===== src/rtl/pio_cfg_loader.sv =====
// pio_cfg_loader: expands a valid/ready command stream into timed pio
// action/index/mindex/din bus cycles, tracking program length and enable mask.
module pio_cfg_loader #(
  parameter int NUM_MACHINES = 4,
  parameter int HOLD         = 2,
  parameter int PROG_DEPTH   = 32,
  localparam int MW          = (NUM_MACHINES > 1) ? $clog2(NUM_MACHINES) : 1
) (
  input  logic                    clk,
  input  logic                    reset,
  input  logic                    cmd_valid,
  output logic                    cmd_ready,
  input  logic [3:0]              cmd_op,
  input  logic [MW-1:0]           cmd_mach,
  input  logic [4:0]              cmd_index,
  input  logic [31:0]             cmd_data,
  output logic [3:0]              action,
  output logic [4:0]              index,
  output logic [MW-1:0]           mindex,
  output logic [31:0]             din,
  output logic                    busy,
  output logic                    err,
  output logic [5:0]              plen,
  output logic [NUM_MACHINES-1:0] en_mask
);

  localparam int CW = (HOLD > 1) ? $clog2(HOLD) : 1;
  localparam logic [CW-1:0] CNT_LOAD = CW'(HOLD - 1);

  localparam logic [3:0] OP_NOP     = 4'd0;
  localparam logic [3:0] OP_INSTR   = 4'd1;
  localparam logic [3:0] OP_WRAP    = 4'd2;
  localparam logic [3:0] OP_PUSH    = 4'd4;
  localparam logic [3:0] OP_PINS    = 4'd5;
  localparam logic [3:0] OP_ENABLE  = 4'd6;
  localparam logic [3:0] OP_DIV     = 4'd7;
  localparam logic [3:0] OP_SIDESET = 4'd8;
  localparam logic [3:0] OP_COMMIT  = 4'd9;
  localparam logic [3:0] OP_DISABLE = 4'd10;

  typedef enum logic [2:0] {
    ST_IDLE = 3'd0,
    ST_HOLD = 3'd1,
    ST_GAP  = 3'd2,
    ST_CW   = 3'd3,
    ST_CE   = 3'd4
  } state_t;

  state_t                  state_q, state_d;
  logic [CW-1:0]           cnt_q, cnt_d;
  logic [3:0]              action_q, action_d;
  logic [4:0]              index_q, index_d;
  logic [MW-1:0]           mindex_q, mindex_d;
  logic [31:0]             din_q, din_d;
  logic                    err_q, err_d;
  logic [5:0]              plen_q, plen_d;
  logic [NUM_MACHINES-1:0] en_mask_q, en_mask_d;
  logic                    ready_q, ready_d;
  logic                    busy_q, busy_d;

  logic                    mach_ok_s;
  logic                    idx_ok_s;
  logic [5:0]              idx_p1_s;
  logic [NUM_MACHINES-1:0] cmd_bit_s;
  logic [NUM_MACHINES-1:0] hold_bit_s;

  function automatic logic [NUM_MACHINES-1:0] mach_onehot(input logic [MW-1:0] m);
    logic [NUM_MACHINES-1:0] oh;
    for (int i = 0; i < NUM_MACHINES; i++) begin
      oh[i] = (m == MW'(i));
    end
    return oh;
  endfunction

  function automatic logic [31:0] mask_to_din(input logic [NUM_MACHINES-1:0] m);
    logic [31:0] w;
    w = 32'd0;
    w[NUM_MACHINES-1:0] = m;
    return w;
  endfunction

  // Range checks collapse to constants when the field width exactly covers the range.
  if (NUM_MACHINES == (1 << MW)) begin : g_mach_full
    assign mach_ok_s = 1'b1;
  end else begin : g_mach_part
    assign mach_ok_s = (int'(cmd_mach) < NUM_MACHINES);
  end

  if (PROG_DEPTH >= 32) begin : g_idx_full
    assign idx_ok_s = 1'b1;
  end else begin : g_idx_part
    assign idx_ok_s = (int'(cmd_index) < PROG_DEPTH);
  end

  assign idx_p1_s   = {1'b0, cmd_index} + 6'd1;
  assign cmd_bit_s  = mach_onehot(cmd_mach);
  assign hold_bit_s = mach_onehot(mindex_q);

  // Next-state, next-bus and bookkeeping computation.
  always_comb begin
    state_d   = state_q;
    cnt_d     = cnt_q;
    action_d  = action_q;
    index_d   = index_q;
    mindex_d  = mindex_q;
    din_d     = din_q;
    err_d     = err_q;
    plen_d    = plen_q;
    en_mask_d = en_mask_q;
    case (state_q)
      ST_IDLE: begin
        action_d = 4'd0;
        if (cmd_valid) begin
          if (!mach_ok_s) begin
            err_d   = 1'b1;
            state_d = ST_GAP;
          end else begin
            case (cmd_op)
              OP_NOP: begin
                state_d = ST_IDLE;
              end
              OP_INSTR, OP_WRAP: begin
                if (idx_ok_s) begin
                  state_d  = ST_HOLD;
                  cnt_d    = CNT_LOAD;
                  action_d = cmd_op;
                  index_d  = cmd_index;
                  mindex_d = cmd_mach;
                  if (cmd_op == OP_INSTR) begin
                    din_d = cmd_data;
                    if (idx_p1_s > plen_q) begin
                      plen_d = idx_p1_s;
                    end else begin
                      plen_d = plen_q;
                    end
                  end else begin
                    din_d = din_q;
                  end
                end else begin
                  err_d   = 1'b1;
                  state_d = ST_GAP;
                end
              end
              // Every cycle of action=PUSH is one FIFO push, so never hold it.
              OP_PUSH: begin
                state_d  = ST_HOLD;
                cnt_d    = {CW{1'b0}};
                action_d = OP_PUSH;
                mindex_d = cmd_mach;
                din_d    = cmd_data;
              end
              OP_PINS, OP_DIV, OP_SIDESET: begin
                state_d  = ST_HOLD;
                cnt_d    = CNT_LOAD;
                action_d = cmd_op;
                mindex_d = cmd_mach;
                din_d    = cmd_data;
              end
              OP_ENABLE: begin
                state_d   = ST_HOLD;
                cnt_d     = CNT_LOAD;
                action_d  = OP_ENABLE;
                mindex_d  = cmd_mach;
                en_mask_d = en_mask_q | cmd_bit_s;
                din_d     = mask_to_din(en_mask_q | cmd_bit_s);
              end
              OP_DISABLE: begin
                state_d   = ST_HOLD;
                cnt_d     = CNT_LOAD;
                action_d  = OP_ENABLE;
                mindex_d  = cmd_mach;
                en_mask_d = en_mask_q & ~cmd_bit_s;
                din_d     = mask_to_din(en_mask_q & ~cmd_bit_s);
              end
              OP_COMMIT: begin
                if (plen_q == 6'd0) begin
                  err_d   = 1'b1;
                  state_d = ST_IDLE;
                end else begin
                  state_d  = ST_CW;
                  cnt_d    = CNT_LOAD;
                  action_d = OP_WRAP;
                  index_d  = 5'(plen_q - 6'd1);
                  mindex_d = cmd_mach;
                end
              end
              default: begin
                err_d   = 1'b1;
                state_d = ST_GAP;
              end
            endcase
          end
        end else begin
          state_d = ST_IDLE;
        end
      end
      ST_HOLD, ST_CE: begin
        if (cnt_q == {CW{1'b0}}) begin
          state_d  = ST_GAP;
          action_d = 4'd0;
        end else begin
          cnt_d = cnt_q - CW'(1);
        end
      end
      // Wrap phase done: enable the committed machine on top of the current mask.
      ST_CW: begin
        if (cnt_q == {CW{1'b0}}) begin
          state_d   = ST_CE;
          cnt_d     = CNT_LOAD;
          action_d  = OP_ENABLE;
          en_mask_d = en_mask_q | hold_bit_s;
          din_d     = mask_to_din(en_mask_q | hold_bit_s);
        end else begin
          cnt_d = cnt_q - CW'(1);
        end
      end
      ST_GAP: begin
        state_d  = ST_IDLE;
        action_d = 4'd0;
      end
      default: begin
        state_d  = ST_IDLE;
        action_d = 4'd0;
      end
    endcase
    ready_d = (state_d == ST_IDLE);
    busy_d  = (state_d != ST_IDLE);
  end

  // State, bus and bookkeeping registers with synchronous reset.
  always_ff @(posedge clk) begin
    if (reset) begin
      state_q   <= ST_IDLE;
      cnt_q     <= {CW{1'b0}};
      action_q  <= 4'd0;
      index_q   <= 5'd0;
      mindex_q  <= {MW{1'b0}};
      din_q     <= 32'd0;
      err_q     <= 1'b0;
      plen_q    <= 6'd0;
      en_mask_q <= {NUM_MACHINES{1'b0}};
      ready_q   <= 1'b1;
      busy_q    <= 1'b0;
    end else begin
      state_q   <= state_d;
      cnt_q     <= cnt_d;
      action_q  <= action_d;
      index_q   <= index_d;
      mindex_q  <= mindex_d;
      din_q     <= din_d;
      err_q     <= err_d;
      plen_q    <= plen_d;
      en_mask_q <= en_mask_d;
      ready_q   <= ready_d;
      busy_q    <= busy_d;
    end
  end

  assign cmd_ready = ready_q;
  assign busy      = busy_q;
  assign action    = action_q;
  assign index     = index_q;
  assign mindex    = mindex_q;
  assign din       = din_q;
  assign err       = err_q;
  assign plen      = plen_q;
  assign en_mask   = en_mask_q;

endmodule

===== config.mk =====
export PLATFORM = sky130hd
export DESIGN_NAME = pio_cfg_loader
export DESIGN_NICKNAME = d
export VERILOG_FILES = /design/src/rtl/pio_cfg_loader.sv
export SDC_FILE = /design/constraint.sdc
export NUM_CORES = 1
export LEC_CHECK = 0
export BUFFER_PORTS_ARGS = -buffer_cell sky130_fd_sc_hd__buf_2
export CAP_MARGIN = 20
export CORE_AREA = 5 5 87 89
export CTS_BUF_LIST = sky130_fd_sc_hd__clkbuf_2 sky130_fd_sc_hd__clkbuf_4 sky130_fd_sc_hd__clkbuf_8
export CTS_CLUSTER_SIZE = 24
export DETAILED_ROUTE_END_ITERATION = 8
export DIE_AREA = 0 0 92 94
export HOLD_SLACK_MARGIN = 0.08
export PLACE_DENSITY = 0.85
export SKIP_CTS_REPAIR_TIMING = 1
export SLEW_MARGIN = 20
export SYNTH_ARGS = -nofsm -noshare
export SYNTH_HDL_FRONTEND = slang
export SYNTH_SLANG_ARGS = --single-unit

===== constraint.sdc =====
create_clock -name clk -period 4.3 [get_ports clk]
set_input_delay 0.86 -clock clk [delete_from_list [all_inputs] [get_ports clk]]
set_output_delay 0.86 -clock clk [all_outputs]
set_load 0.01 [all_outputs]

==> results.md, run 1 <==
* Status: finished, final reports clean
* Die area at 8650 um2
* Clock-pin slew on the worst setup and hold paths at 0.07 ns
* Antenna violations before repair at 0
* Cells after Synth at 376
* Most common cell after layout, fill and taps aside: buf_2
* Most frequent cells in the layout: buf_2, dfxtp_1, a21oi_1, nand2b_1, nand3_1
* Power Density at 369 nW/um2
* Pleak at 1.67 nW
* Hold WC Path Type: register to register
* Post-route non-filler standard cell count at 551
* Worst Tran Pin Value at 0.972 ns
* Total clock sinks at 60
* Largest family of logic cells by synthesized area: simple AND/OR/NAND/NOR gates
* DR iter-0 viols at 99
* FF+latch area at 1200 um2
* GP Congestion at 0.818
* Mux share of post-synthesis cell area at 2.51%
* Unrepaired setup endpoints after global routing: false
* Register area share after synthesis at 37.7%
* Minimum clock period at 2.63 ns
* Diodes inserted at 0
* Ys Warns at 0
* Fill cells at 621
* IO Port Bufs at 101
* Vias at 3029
* Max FO, Critical Path at 10
* Area after DPL at 3650 um2
* # nets final at 520
* Placed insts at 534
* Wirelength, routed at 8.02 mm
* Vias in the first global route at 2866
* Worst path required time at 4.52 ns
* Max Clk Rate at 381 MHz
* Crit path capture type: register
* Final hold slack at 0.451 ns
* CTS tree: yes
* Die Y at 94 um
* WL/cell at 14.6 um
* Crit share post-route at 61.1%
* Setup TNS at 0 ns
* Drt pass-1 iters at 4
* Endpoints failing setup at 0
* EDFF count, synth at 0
* Fraction of registers with async set/reset at 0%
* Largest net degree at the start of global routing at 65
* Total GRT Usage at 18.3%
* Final setup skew at 0.00699 ns
* Max-slew violations at 0
* Htree depth at 3
* Final worst slack at 1.67 ns
* Number of max-cap violations at 0
* Synthesized area per cell at 8.47 um2
* Post-synth cell types at 62
* Synth Area in Simple Gates at 27.0%
* Multi-input gate area at 1780 um2
* Final hold viol count at 0
* Slew margin rel. at 35.2%
* Crit path kind: input pin to register
* Root buf cell: clkbuf_8
* Global-route wire length before repair at 13.0 mm
* Final total power at 1.44 mW
* Fin area at 3900 um2
* CTS max path bufs at 2
* DRC violations left at 0
* Synthesized area at 3190 um2
* Startpoint types: input pin
* IR drop worst, VDD at 0.213 mV
* IO Count at 102
* Share of layout cells above drive strength 1 at 29.3%
* Final ANT Viol Nets at 0
* Number of CTS-inserted buffers at 9
* Initial Util at 47.7%
* HPWL after detailed placement at 5.71 mm
* Reg2Reg Setup Slack at 2.09 ns
* Core area at 6680 um2
* Synthesis-to-layout area growth at 22.3%
* Row count at 30
* DP Worst Slack at 1.32 ns
* Clk_lat worst skew at 0.33 ns
* Synthesized-area fraction occupied by adder cells at 3.14%
* Synth Register Bits at 60
* Vias per Instance at 5.50
* Net count after synthesis at 430
* Die width at 92 um
* Top_reg_cell synth: dfxtp_1
* Post-Synth XOR/XNOR Area at 1.92%
* Compound-cell area share of the yosys netlist at 21.4%
* Fin util at 58.3%
* Gr ovfl total at 0
* Crit path DAT at 2.84 ns
## worst max-delay path, cell delays in order
cell and delay, ns:
buf_2 0.13, ha_1 0.20, nand3_1 0.12, xnor2_1 0.23
ha_1 0.29, a21o_1 0.16, a21o_2 0.22, o2111ai_4 0.33
mux2i_1 0.25, nor2_1 0.06
## cell type report
type | instances | area share, %
Clock buffer | 12 | 4.24
Inverter | 12 | 1.16
Tap cell | 80 | 2.57
Sequential cell | 60 | 30.8
Timing Repair Buffer | 104 | 13.6
Multi-Input combinational cell | 279 | 45.8
Clock inverter | 4 | 1.80
## flip-flops by register name, summed over array words and instances, names as in the netlist, named ones only
| signal | cells |
|---|---|
| cmd_ready | 1 |
| busy | 1 |
| mindex | 2 |
| action | 4 |
| err | 1 |
| state_q | 3 |
| cnt_q | 1 |
| din | 32 |
| index | 5 |
| plen | 6 |
## cell usage after synthesis, drive strengths merged, types with 3 or more instances
cell | instances | share of area (%)
a211o | 3 | 0.82
a211oi | 4 | 0.94
a21o | 3 | 0.75
a21oi | 48 | 7.9
a311oi | 5 | 1.4
buf | 13 | 2.7
clkbuf | 12 | 2.2
dfxtp | 60 | 38
ha | 8 | 3.1
inv | 12 | 1.4
mux2i | 8 | 2.5
nand2 | 17 | 2.0
nand2b | 37 | 7.5
nand3 | 35 | 5.5
nor2 | 36 | 4.6
nor2b | 4 | 0.79
nor3 | 7 | 1.3
o211ai | 4 | 0.94
o21ai | 14 | 2.2
o31ai | 6 | 1.8
xnor2 | 6 | 1.6
## kinds of logic (layout without fill, tap and decap cells)
family	count (synthesis)	count (layout)
flip-flops	60	60
XOR/XNOR	7	7
buffers and inverters	37	132
AND/OR/NAND/NOR	154	154
AO/OA/AOI/OAI	102	102
adder cells (fa/ha/maj)	8	8
multiplexers	8	8
## metal layers
layer	GRT usage [%]	vias to the layer above	share of wire, %
met4	9.16	0	1.6
met5	0	-	0
li1	-	1518	-
met3	4.81	11	7.2
met2	30.9	114	47
met1	21.4	1386	44
## power by group
group	leakage (nW)	switching, mW	total, mW	internal (mW)
Combinational	1.06	0.136	0.241	0.104
Clock	0.122	0.216	0.588	0.372
Sequential	0.488	0.0219	0.611	0.589
Total	1.67	0.374	1.44	1.07
## worst paths after layout
| kind | start | to | depth (start not counted) |
|---|---|---|---|
| setup / recovery | cmd_index[0] | plen[5] | 10 |
| hold / removal | index[1] | index[1] | 2 |
| hold reg to reg | index[1] | index[1] | 2 |
| setup reg to reg | state_q[0] | din[0] | 5 |
Power figures use the tool's default switching activity.
==> run 2: changes to the inputs <==
==> constraint.sdc (replaced) <==
create_clock -name clk -period 2.5 [get_ports clk]
set_input_delay 0.5 -clock clk [delete_from_list [all_inputs] [get_ports clk]]
set_output_delay 0.5 -clock clk [all_outputs]
set_load 0.01 [all_outputs]
==> run 2 against run 1 <==
Power up 65%. Clock power up 53%. Sequential cell count is the same. First-iteration DRC count grew 29%. Die area unchanged. Global-route usage increased by 0.38 points. Routed wire length rose by 1.3%. Largest cell class unchanged. Setup slack got worse by 1.4 ns. Highest routed layer unchanged.
==> results.md, run 2 (same netlist as run 1, synthesis figures left out) <==
* Status: finished, final reports clean
* Total clock sinks at 60 (unchanged)
* Placed insts at 542 (+1.5%)
* Max Clk Rate at 456 MHz
* Vias at 3069 (+1.3%)
* Gr ovfl total at 0 (unchanged)
* DRC violations left at 0 (unchanged)
* Diodes inserted at 0 (unchanged)
* Clock-pin slew on the worst setup and hold paths at 0.07 ns (about the same)
* Row count at 30 (unchanged)
* # nets final at 527 (+1.3%)
* Htree depth at 3 (unchanged)
* Final worst slack at 0.308 ns (-1.37 ns)
* Total GRT Usage at 18.7% (+0.38 points)
* DR iter-0 viols at 128 (+29%)
* IR drop worst, VDD at 0.321 mV (+51%)
* Die Y at 94 um (unchanged)
* Startpoint types: input pin
* Worst path required time at 2.73 ns (-1.79 ns)
* Root buf cell: clkbuf_8
* CTS tree: yes
* Crit path DAT at 2.43 ns (-0.41 ns)
* Max-slew violations at 0 (unchanged)
* Antenna violations before repair at 0 (unchanged)
* Global-route wire length before repair at 13.4 mm (+2.4%)
* Most frequent cells in the layout: buf_2, dfxtp_1, a21oi_1, nand2b_1, nand3_1
* Slew margin rel. at 65.5% (+30 points)
* Final setup skew at 0.0111 ns (+0.00414 ns)
* Hold path depth at 3 (+1)
* Wirelength, routed at 8.13 mm (+1.3%)
* Share of layout cells above drive strength 1 at 30.3% (+1.0 points)
* Minimum clock period at 2.19 ns
* CTS max path bufs at 2 (unchanged)
* Crit path capture type: register
* Most common cell after layout, fill and taps aside: buf_2
* Largest net degree at the start of global routing at 65 (unchanged)
* Post-route non-filler standard cell count at 558 (+1.3%)
* GP Congestion at 0.810 (-1.1%)
* Number of max-cap violations at 0 (unchanged)
* IO Count at 102 (unchanged)
* Core area at 6680 um2 (unchanged)
* Power Density at 605 nW/um2 (+64%)
* Die width at 92 um (unchanged)
* Final total power at 2.38 mW (+65%)
* Final hold viol count at 0 (unchanged)
* Fin area at 3930 um2 (+0.83%)
* WL/cell at 14.6 um (about the same)
* Clk_lat worst skew at 0.33 ns (about the same)
* Final ANT Viol Nets at 0 (unchanged)
* HPWL after detailed placement at 5.84 mm (+2.2%)
* Die area at 8650 um2 (unchanged)
* Endpoints failing setup at 0 (unchanged)
* DP Worst Slack at -0.0203 ns (-1.34 ns)
* Unrepaired setup endpoints after global routing: false
* Crit share post-route at 87.7%
* Max FFs per register at 32 (unchanged)
* Worst Tran Pin Value at 0.516 ns (-0.456 ns)
* R2R cell count at 7 (+2)
* Drt pass-1 iters at 4 (unchanged)
* Area after DPL at 3720 um2 (+2.0%)
* Initial Util at 47.7% (unchanged)
* Synthesis-to-layout area growth at 23.4%
* Max FO, Critical Path at 10 (unchanged)
* Hold WC Path Type: input pin to register
* Number of CTS-inserted buffers at 9 (unchanged)
* Vias in the first global route at 2917 (+1.8%)
* Crit path kind: input pin to register
* Pleak at 1.69 nW (+1.2%)
* Vias per Instance at 5.50 (about the same)
* IO Port Bufs at 101 (unchanged)
-- run 2: cell types whose count changed in the layout (fill, tap and decap cells not counted), sizes merged --
| cell | delta |
|---|---|
| buf | +7 |
| bufinv | -1 |
| clkinvlp | +1 |
-- run 2: path summary, 6_finish.rpt --
check               startpoint        to  slack (ns)
setup / recovery  cmd_index[1]   plen[3]        0.31
hold / removal     cmd_data[9]    din[9]        0.42
setup reg to reg       plen[1]      busy        0.34
hold reg to reg       index[1]  index[1]        0.46
-- run 2: layout make-up --
type	count	area, um2
inverter	12	45.0
fill	604	2750
timing repair buffer	111	593
tap	80	100
clock buffer	12	159
sequential	60	1200
multi-input combinational	279	1780
clock inverter	4	47.5
-- run 2: per-layer routing --
metal	up-vias	track usage [%]	routed length [um]
met5	-	0	0
met4	0	7.55	99
li1	1537	-	-
met2	109	31.8	3810
met3	10	4.25	522
met1	1413	22.8	3700
-- run 2: power breakdown --
part           switching [mW]  internal (mW)  leakage [nW]
combinational           0.237          0.190          1.09
clock                   0.376          0.523         0.106
sequential             0.0379           1.01         0.488
-- run 2: per-stage QoR --
step	hold WS, ns	utilization [%]	setup TNS, ns
after CTS	0.409	58.8	0
after global placement	0.439	55.7	0
after global routing	0.408	58.8	0
after detailed placement	0.457	55.7	-0.0350
after floorplan	0.476	-	0
final	0.421	58.8	0
-- run 2: worst max-delay path, cell delays in order --
cell and delay [ns]:
buf_2 0.11, ha_1 0.17, nand3_1 0.10, xnor2_1 0.24, ha_1 0.30, a21o_1 0.16, a21o_2 0.22, o2111ai_4 0.32
nor2_1 0.08, a211oi_1 0.23
